$ cat config.mk
export PLATFORM = sky130hd
export DESIGN_NAME = aes128_ks_ctrl
export DESIGN_NICKNAME = d
export VERILOG_FILES = /design/src/rtl/aes_ks_pkg.sv /design/src/rtl/ks_lat_counter.sv /design/src/rtl/aes128_ks_ctrl.sv
export SDC_FILE = /design/constraint.sdc
export NUM_CORES = 1
export LEC_CHECK = 0
export CAP_MARGIN = 25
export CORE_UTILIZATION = 45
export CTS_CLUSTER_DIAMETER = 150
export CTS_CLUSTER_SIZE = 20
export DETAILED_ROUTE_END_ITERATION = 6
export GPL_ROUTABILITY_DRIVEN = 0
export PLACE_DENSITY_LB_ADDON = 0.3
export SYNTH_ARGS = -nofsm -noshare
export SYNTH_HDL_FRONTEND = slang
export SYNTH_SLANG_ARGS = --single-unit
$ cat constraint.sdc
create_clock -name clk_i -period 2.5 [get_ports clk_i]
set_input_delay 0.375 -clock clk_i [delete_from_list [all_inputs] [get_ports clk_i]]
set_output_delay 0.375 -clock clk_i [all_outputs]
set_load 0.05 [all_outputs]
$ cat src/rtl/aes_ks_pkg.sv
// Shared definitions for the masked AES-128 key-schedule controllers.
package aes_ks_pkg;

  typedef enum logic [2:0] {
    KsIdle = 3'd0,
    KsLoad = 3'd1,
    KsFeed = 3'd2,
    KsWait = 3'd3,
    KsUpd  = 3'd4,
    KsHold = 3'd5
  } ks_state_t;

  localparam int unsigned AES128_NROUNDS = 10;
  localparam logic [7:0]  RCON_INIT      = 8'h01;

endpackage

$ cat src/rtl/ks_lat_counter.sv
// Loadable down-counter that flags when one cycle of latency remains.
module ks_lat_counter #(
  parameter int unsigned Width = 3
) (
  input  logic             clk_i,
  input  logic             rst_i,
  input  logic             load_i,
  input  logic [Width-1:0] load_val_i,
  input  logic             dec_i,
  output logic             term_o
);

  logic [Width-1:0] cnt_q, cnt_d;

  always_comb begin
    cnt_d = cnt_q;
    if (load_i) begin
      cnt_d = load_val_i;
    end else if (dec_i && (cnt_q != '0)) begin
      cnt_d = cnt_q - Width'(1);
    end
  end

  always_ff @(posedge clk_i) begin
    if (rst_i) begin
      cnt_q <= '0;
    end else begin
      cnt_q <= cnt_d;
    end
  end

  assign term_o = (cnt_q == Width'(1));

endmodule

$ cat src/rtl/aes128_ks_ctrl.sv
// Sequencer for the masked AES-128 key schedule: loads a key, then steps 10 expansion
// rounds, presenting each round key over a valid/ready handshake.
module aes128_ks_ctrl
  import aes_ks_pkg::*;
#(
  parameter int unsigned SB_LAT  = 4,
  parameter int unsigned NROUNDS = AES128_NROUNDS
) (
  input  logic       clk_i,
  input  logic       rst_i,
  input  logic       in_valid_i,
  output logic       in_ready_o,
  output logic       key_sel_o,
  output logic       key_reg_en_o,
  output logic       data_in_valid_o,
  output logic       rcon_rst_o,
  output logic       rcon_update_o,
  output logic       rnd_req_o,
  output logic       rk_valid_o,
  input  logic       rk_ready_i,
  output logic [3:0] rk_idx_o,
  output logic       rk_last_o,
  output logic       busy_o
);

  localparam logic [2:0] StIdle = KsIdle;
  localparam logic [2:0] StLoad = KsLoad;
  localparam logic [2:0] StFeed = KsFeed;
  localparam logic [2:0] StWait = KsWait;
  localparam logic [2:0] StUpd  = KsUpd;
  localparam logic [2:0] StHold = KsHold;

  localparam int unsigned  CntW      = $clog2(SB_LAT + 1);
  localparam logic [CntW-1:0] WaitInit = CntW'(SB_LAT - 1);
  localparam logic [3:0]   LastRound = 4'(NROUNDS);

  logic [2:0] state_q, state_d;
  logic [3:0] round_q, round_d;
  logic       lat_term;

  ks_lat_counter #(
    .Width(CntW)
  ) u_lat_cnt (
    .clk_i     (clk_i),
    .rst_i     (rst_i),
    .load_i    (state_q == StFeed),
    .load_val_i(WaitInit),
    .dec_i     (state_q == StWait),
    .term_o    (lat_term)
  );

  always_comb begin
    state_d = state_q;
    round_d = round_q;
    case (state_q)
      StIdle: if (in_valid_i) state_d = StLoad;
      StLoad: begin
        round_d = '0;
        state_d = StHold;
      end
      StHold: if (rk_ready_i) state_d = (round_q == LastRound) ? StIdle : StFeed;
      StFeed: state_d = (SB_LAT > 1) ? StWait : StUpd;
      StWait: if (lat_term) state_d = StUpd;
      StUpd: begin
        round_d = round_q + 4'd1;
        state_d = StHold;
      end
      default: state_d = StIdle;
    endcase
  end

  always_ff @(posedge clk_i) begin
    if (rst_i) begin
      state_q <= StIdle;
      round_q <= '0;
    end else begin
      state_q <= state_d;
      round_q <= round_d;
    end
  end

  // Key register and rcon only move in LOAD/UPD, so both stay frozen while the S-boxes work.
  always_comb begin
    in_ready_o      = 1'b0;
    key_sel_o       = 1'b0;
    key_reg_en_o    = 1'b0;
    data_in_valid_o = 1'b0;
    rcon_rst_o      = 1'b0;
    rcon_update_o   = 1'b0;
    rnd_req_o       = 1'b0;
    rk_valid_o      = 1'b0;
    case (state_q)
      StIdle: begin
        in_ready_o = 1'b1;
        rcon_rst_o = 1'b1;
      end
      StLoad: begin
        key_reg_en_o = 1'b1;
        rcon_rst_o   = 1'b1;
      end
      StHold: rk_valid_o = 1'b1;
      StFeed: begin
        data_in_valid_o = 1'b1;
        rnd_req_o       = 1'b1;
      end
      StWait: rnd_req_o = 1'b1;
      StUpd: begin
        key_sel_o     = 1'b1;
        key_reg_en_o  = 1'b1;
        rcon_update_o = 1'b1;
      end
      default: ;
    endcase
  end

  assign rk_idx_o  = round_q;
  assign rk_last_o = rk_valid_o && (round_q == LastRound);
  assign busy_o    = (state_q != StIdle);

endmodule

After elaboration in Yosys (flattened, before gate mapping)

Cells that the tools add are included.

Word-level logic and storage cells: 43
Input port bits: 4
Bits in registers: 10

Reductions and logical operators: 12
Multiplexer cells: 15
$add $sub $neg: 2
Eq/ne operators: 10

Operator list:

| kind                                                               | count |
|---|---|
| 3-bit case mux with 5 select lines                                 | 1 |
| 3-bit 2-to-1 mux                                                   | 3 |
| 4-bit case mux with 2 select lines                                 | 1 |
| 2-bit OR reduction                                                 | 4 |
| 1-bit 2-to-1 mux                                                   | 7 |
| 3-bit by 1-bit == test with 1-bit output, second input constant    | 2 |
| 3-bit by 2-bit == test with 1-bit output, second input constant    | 2 |
| 3-bit == test, second input constant                               | 2 |
| 2-bit 2-to-1 mux                                                   | 3 |
| 2-bit inequality test, second input constant                       | 3 |
| 3-bit nonzero test                                                 | 2 |
| 4-bit by 1-bit adder with 4-bit output, second input constant      | 1 |
| 4-bit == test, second input constant                               | 1 |
| 2-bit nonzero test                                                 | 2 |
| 3-bit zero test                                                    | 1 |
| 3-bit AND reduction                                                | 1 |
| 3-bit by 1-bit subtractor with 3-bit output, second input constant | 1 |
| 1-bit logical AND                                                  | 2 |

Depth between registers and ports, before layout

Gate-level depths: netlist of run 1.

Word-level depth: 4
Mapped depth: 6
Depth with buffers taken out: 6

Hierarchy

A second synthesis of run 1 with hierarchy kept.

Cells, all modules: 85
Area, all modules: 730.7 µm²

By module, submodules not included:

| module         | instances | sequential area each (µm²) | area each (µm²) | cells each |
|---|---|---|---|---|
| aes128_ks_ctrl | 1         | 140.1                      | 488.0           | 60 |
| ks_lat_counter | 1         | 60.1                       | 242.7           | 25 |

Worst setup path after synthesis of run 1

No wires, ideal clock.

Kind: flip-flop to output port
Start point: register round_q[1] (netlist: rk_idx_o[1])
End point: output rk_last_o
Stages on the path, launching flop included: 4
Data arrival time: 2063 ps
Path slack: 62 ps
Data required time: 2125 ps
Path buffers: 0
Path through: dfxtp_1 ha_1 nand3_1 nor3_1

Longest elaborated chain between the ends: 2

RTL lines:

| item                   | line                  | source |
|---|---|---|
| from (decl)            | aes128_ks_ctrl.sv:38  | `logic [3:0] round_q, round_d;` |
| from (signal assigned) | aes128_ks_ctrl.sv:78  | `round_q <= round_d;` |
| 4-bit == test          | aes128_ks_ctrl.sv:117 | `assign rk_last_o = rk_valid_o && (round_q == LastRound);` |
| 1-bit logical AND      | aes128_ks_ctrl.sv:117 |  |
| to (decl)              | aes128_ks_ctrl.sv:22  | `output logic rk_last_o,` |

Every way passes these cells.

Worst setup path in the final report of run 1

Start point: register state_q[2]
End point: output in_ready_o

Longest elaborated chain between the ends: 2

RTL lines:

| item                   | line                 | source |
|---|---|---|
| from (decl)            | aes128_ks_ctrl.sv:37 | `logic [2:0] state_q, state_d;` |
| from (signal assigned) | aes128_ks_ctrl.sv:74 | `state_q <= StIdle;` |
| from (signal assigned) | aes128_ks_ctrl.sv:77 | `state_q <= state_d;` |
| 3-bit zero test        | aes128_ks_ctrl.sv:92 | `case (state_q)` |
| 1-bit 2-to-1 mux       | aes128_ks_ctrl.sv:92 |  |
| to (decl)              | aes128_ks_ctrl.sv:12 | `output logic in_ready_o,` |

Every way passes these cells.

==> flow_summary.json, run 1 <==
{
  "async_flop_share": 0,
  "drtIter0Drc": 19,
  "clk_pin_slew_ps": 70,
  "multi_input_comb_area_um2": 427.9,
  "dieArea_mm2": 0.001748,
  "vias": 646,
  "ir_worst_vdd_v": 0.0003322,
  "clkLatencyLatePin_ps": 260,
  "grt_pass1_vias": 577,
  "hold_viol": 0,
  "root_buffer": "clkbuf_4",
  "fin_crit_sh": 0.9494,
  "clockBufferDepth": 2,
  "hp-class": "flop to flop",
  "end_kind": "output port",
  "worstMarginPinSlew_ps": 499.0,
  "synth_top_family_by_area": "simple AND/OR/NAND/NOR gates",
  "seq_area_frac_synth": 0.2807,
  "synth_edf_count": 0,
  "synth_xor_area_frac": 0.01228,
  "grt_max_degree": 15,
  "cts_buffers": 3,
  "htreeDepth": 1,
  "synth_area_um2": 713.2,
  "firstDrtPassIters": 4,
  "critical_path_class": "flop to output port",
  "drive_gt1_frac": 0.1154,
  "core_area_mm2": 0.001489,
  "cp.required_ps": 2120,
  "cts.sinks": 10,
  "route.detailed.drc": 0,
  "syn_area_per_cell_um2": 7.924,
  "slew_headroom": 0.6668,
  "fillers": 129,
  "num_rows": 14,
  "io_pins": 18,
  "syn_inst": 90,
  "rsz0062_at_grt": "no",
  "yosysWarnings": 0,
  "synthMuxAreaShare": 0,
  "synth_flop_cell": "dfxtp_1",
  "synth_compound_area_frac": 0.1947,
  "cts_hold_buf": 0,
  "cp.arrival_ps": 2000,
  "diodes": 0,
  "powerDensity_mw_per_mm2": 744.2,
  "dieWidth_um": 41.81,
  "avgRoutedWirePerCell_um": 12.38,
  "finalPower_uw": 658.3,
  "slew_violations": 0,
  "viasPerCell": 5.383,
  "r2r_slack_ps": 850,
  "grt_use_total": 0.1966,
  "cts_tree": "yes",
  "synth_adder_area_share": 0.08772,
  "synth_nets": 99,
  "fin_tns_setup_ps": 0,
  "grt_pass1_wl_um": 2608,
  "ys_ff_latch": 10,
  "die_h_um": 41.81,
  "p_leak_uw": 0.0003982,
  "min_period_ps": 2373,
  "critPathLaunchType": "flop",
  "worst-path-max-fanout": 12,
  "fin_nets": 115,
  "overflow": 0,
  "cap_violations": 0,
  "routed_wl_um": 1485,
  "setup-violations-final": 0,
  "dp_hpwl_um": 1093,
  "skew_ps": 2.275,
  "hold_ws_ps": 511.9,
  "ys_types": 33,
  "antenna_left": 0,
  "port_buffers": 17,
  "final-seq-area_um2": 200.2,
  "synth-simple-area-share": 0.3053,
  "antenna_found_initial": 0,
  "post-cts-setup-buffer-count": 0,
  "outcome": "finished clean",
  "area_growth_pct": 24.04,
  "start_util": 0.4790,
  "fmax_ghz": 0.4213
}
-- cell type report --
class                           count  area share
Sequential cell                    10      0.2263
Timing Repair Buffer               18      0.2037
Clock buffer                        3     0.02546
Multi-Input combinational cell     64      0.4837
Inverter                            9     0.03819
Tap cell                           16     0.02263
-- critical path: stages, from the launching register on --
cell	delay, ps
dfxtp_1	440
or3_4	450
inv_1	60
clkdlybuf4s50_1	790
-- report_power, final --
group / internal (uW) / total [uW] / switching, uW
sequential: 175 / 203 / 28.6
combinational: 125 / 342 / 216
clock: 55.6 / 113 / 57.9
-- stage by stage --
| step | worst slack (ps) | utilization | cell area [um^2] | instances |
|---|---|---|---|---|
| 3_3_place_gp | 382.0 | 0.5740 | 854.6 | 117 |
| 2_1_floorplan | 61.65 | - | 713.2 | 90 |
| 5_1_grt | 38.54 | 0.5941 | 884.6 | 120 |
| 6_report | 126.6 | 0.5941 | 884.6 | 120 |
| 3_5_place_dp | 377.5 | 0.5740 | 854.6 | 117 |
| 4_1_cts | 65.28 | 0.5891 | 877.1 | 120 |
-- synth_stat cells (all sizes together), types with 2 or more instances --
| library cell | instances | share of area |
|---|---|---|
| nand2b | 7 | 0.072 |
| ha | 5 | 0.088 |
| buf | 6 | 0.067 |
| nor2 | 12 | 0.067 |
| a21oi | 9 | 0.063 |
| a2bb2oi | 2 | 0.025 |
| dfxtp | 10 | 0.28 |
| inv | 9 | 0.047 |
| nor2b | 3 | 0.026 |
| and3 | 2 | 0.018 |
| o21ai | 2 | 0.014 |
| nor3 | 6 | 0.042 |
| nand2 | 2 | 0.011 |
-- final timing paths --
path | startpoint | to | cells past startpoint
max reg2reg | state_q[2] | state_q[1] | 5
min | u_lat_cnt.cnt_q[1] | u_lat_cnt.cnt_q[1] | 2
min reg2reg | u_lat_cnt.cnt_q[1] | u_lat_cnt.cnt_q[1] | 2
max | state_q[2] | in_ready_o | 3
-- placed cells by master, fill, tap and decap left out, types with 2 or more instances in the layout --
cell type,Yosys,final
nand2_1,2,2
and3_1,2,2
inv_1,8,8
nor2_1,11,11
a2bb2oi_1,2,2
ha_1,5,5
clkbuf_4,0,3
dlymetal6s2s_1,0,3
buf_4,2,3
nor3_1,6,6
a21oi_1,9,9
nor2b_1,3,3
o21ai_1,2,2
dfxtp_1,10,10
nand2b_1,6,6
clkdlybuf4s50_1,0,12
-- cell families after synthesis --
logic type | count (synthesis)
fa+ha+maj | 5
compound gates | 21
buf+inv | 16
xor+xnor | 1
flops | 10
simple gates | 37
-- repair_timing --
action	in CTS	in global routing
hold endpoints to repair	0	0
endpoints found under the setup margin	0	3
resized for setup	0	3
-- sequential cells by signal, summed over array words and instances (netlist names) --
signal / flops
rk_idx_o: 4
state_q: 3
u_lat_cnt.cnt_q: 3
-- routing by layer --
metal	track usage	up-vias	share of wire
li1	-	336	-
met1	0.2547	294	0.48
met2	0.2906	14	0.48
met3	0.06522	2	0.034
met4	0.09677	0	0.0074
met5	0	-	0
Power figures use the tool's default switching activity.
==> run 2: changes to the inputs <==
--- a/config.mk
+++ b/config.mk
@@ -15,3 +15,4 @@
 export SYNTH_ARGS = -nofsm -noshare
 export SYNTH_HDL_FRONTEND = slang
 export SYNTH_SLANG_ARGS = --single-unit
+export TNS_END_PERCENT = 1
==> results of run 2 <==
Same layout as run 1: the final DEF is identical, and so are final timing and power.
==> run 3: changes to the inputs <==
--- a/config.mk
+++ b/config.mk
@@ -5,6 +5,7 @@
 export SDC_FILE = /design/constraint.sdc
 export NUM_CORES = 1
 export LEC_CHECK = 0
+export ABC_CLOCK_PERIOD_IN_PS = 2500
 export CAP_MARGIN = 25
 export CORE_UTILIZATION = 45
 export CTS_CLUSTER_DIAMETER = 150
==> results of run 3 <==
Same layout as run 1: the final DEF is identical, and so are final timing and power.
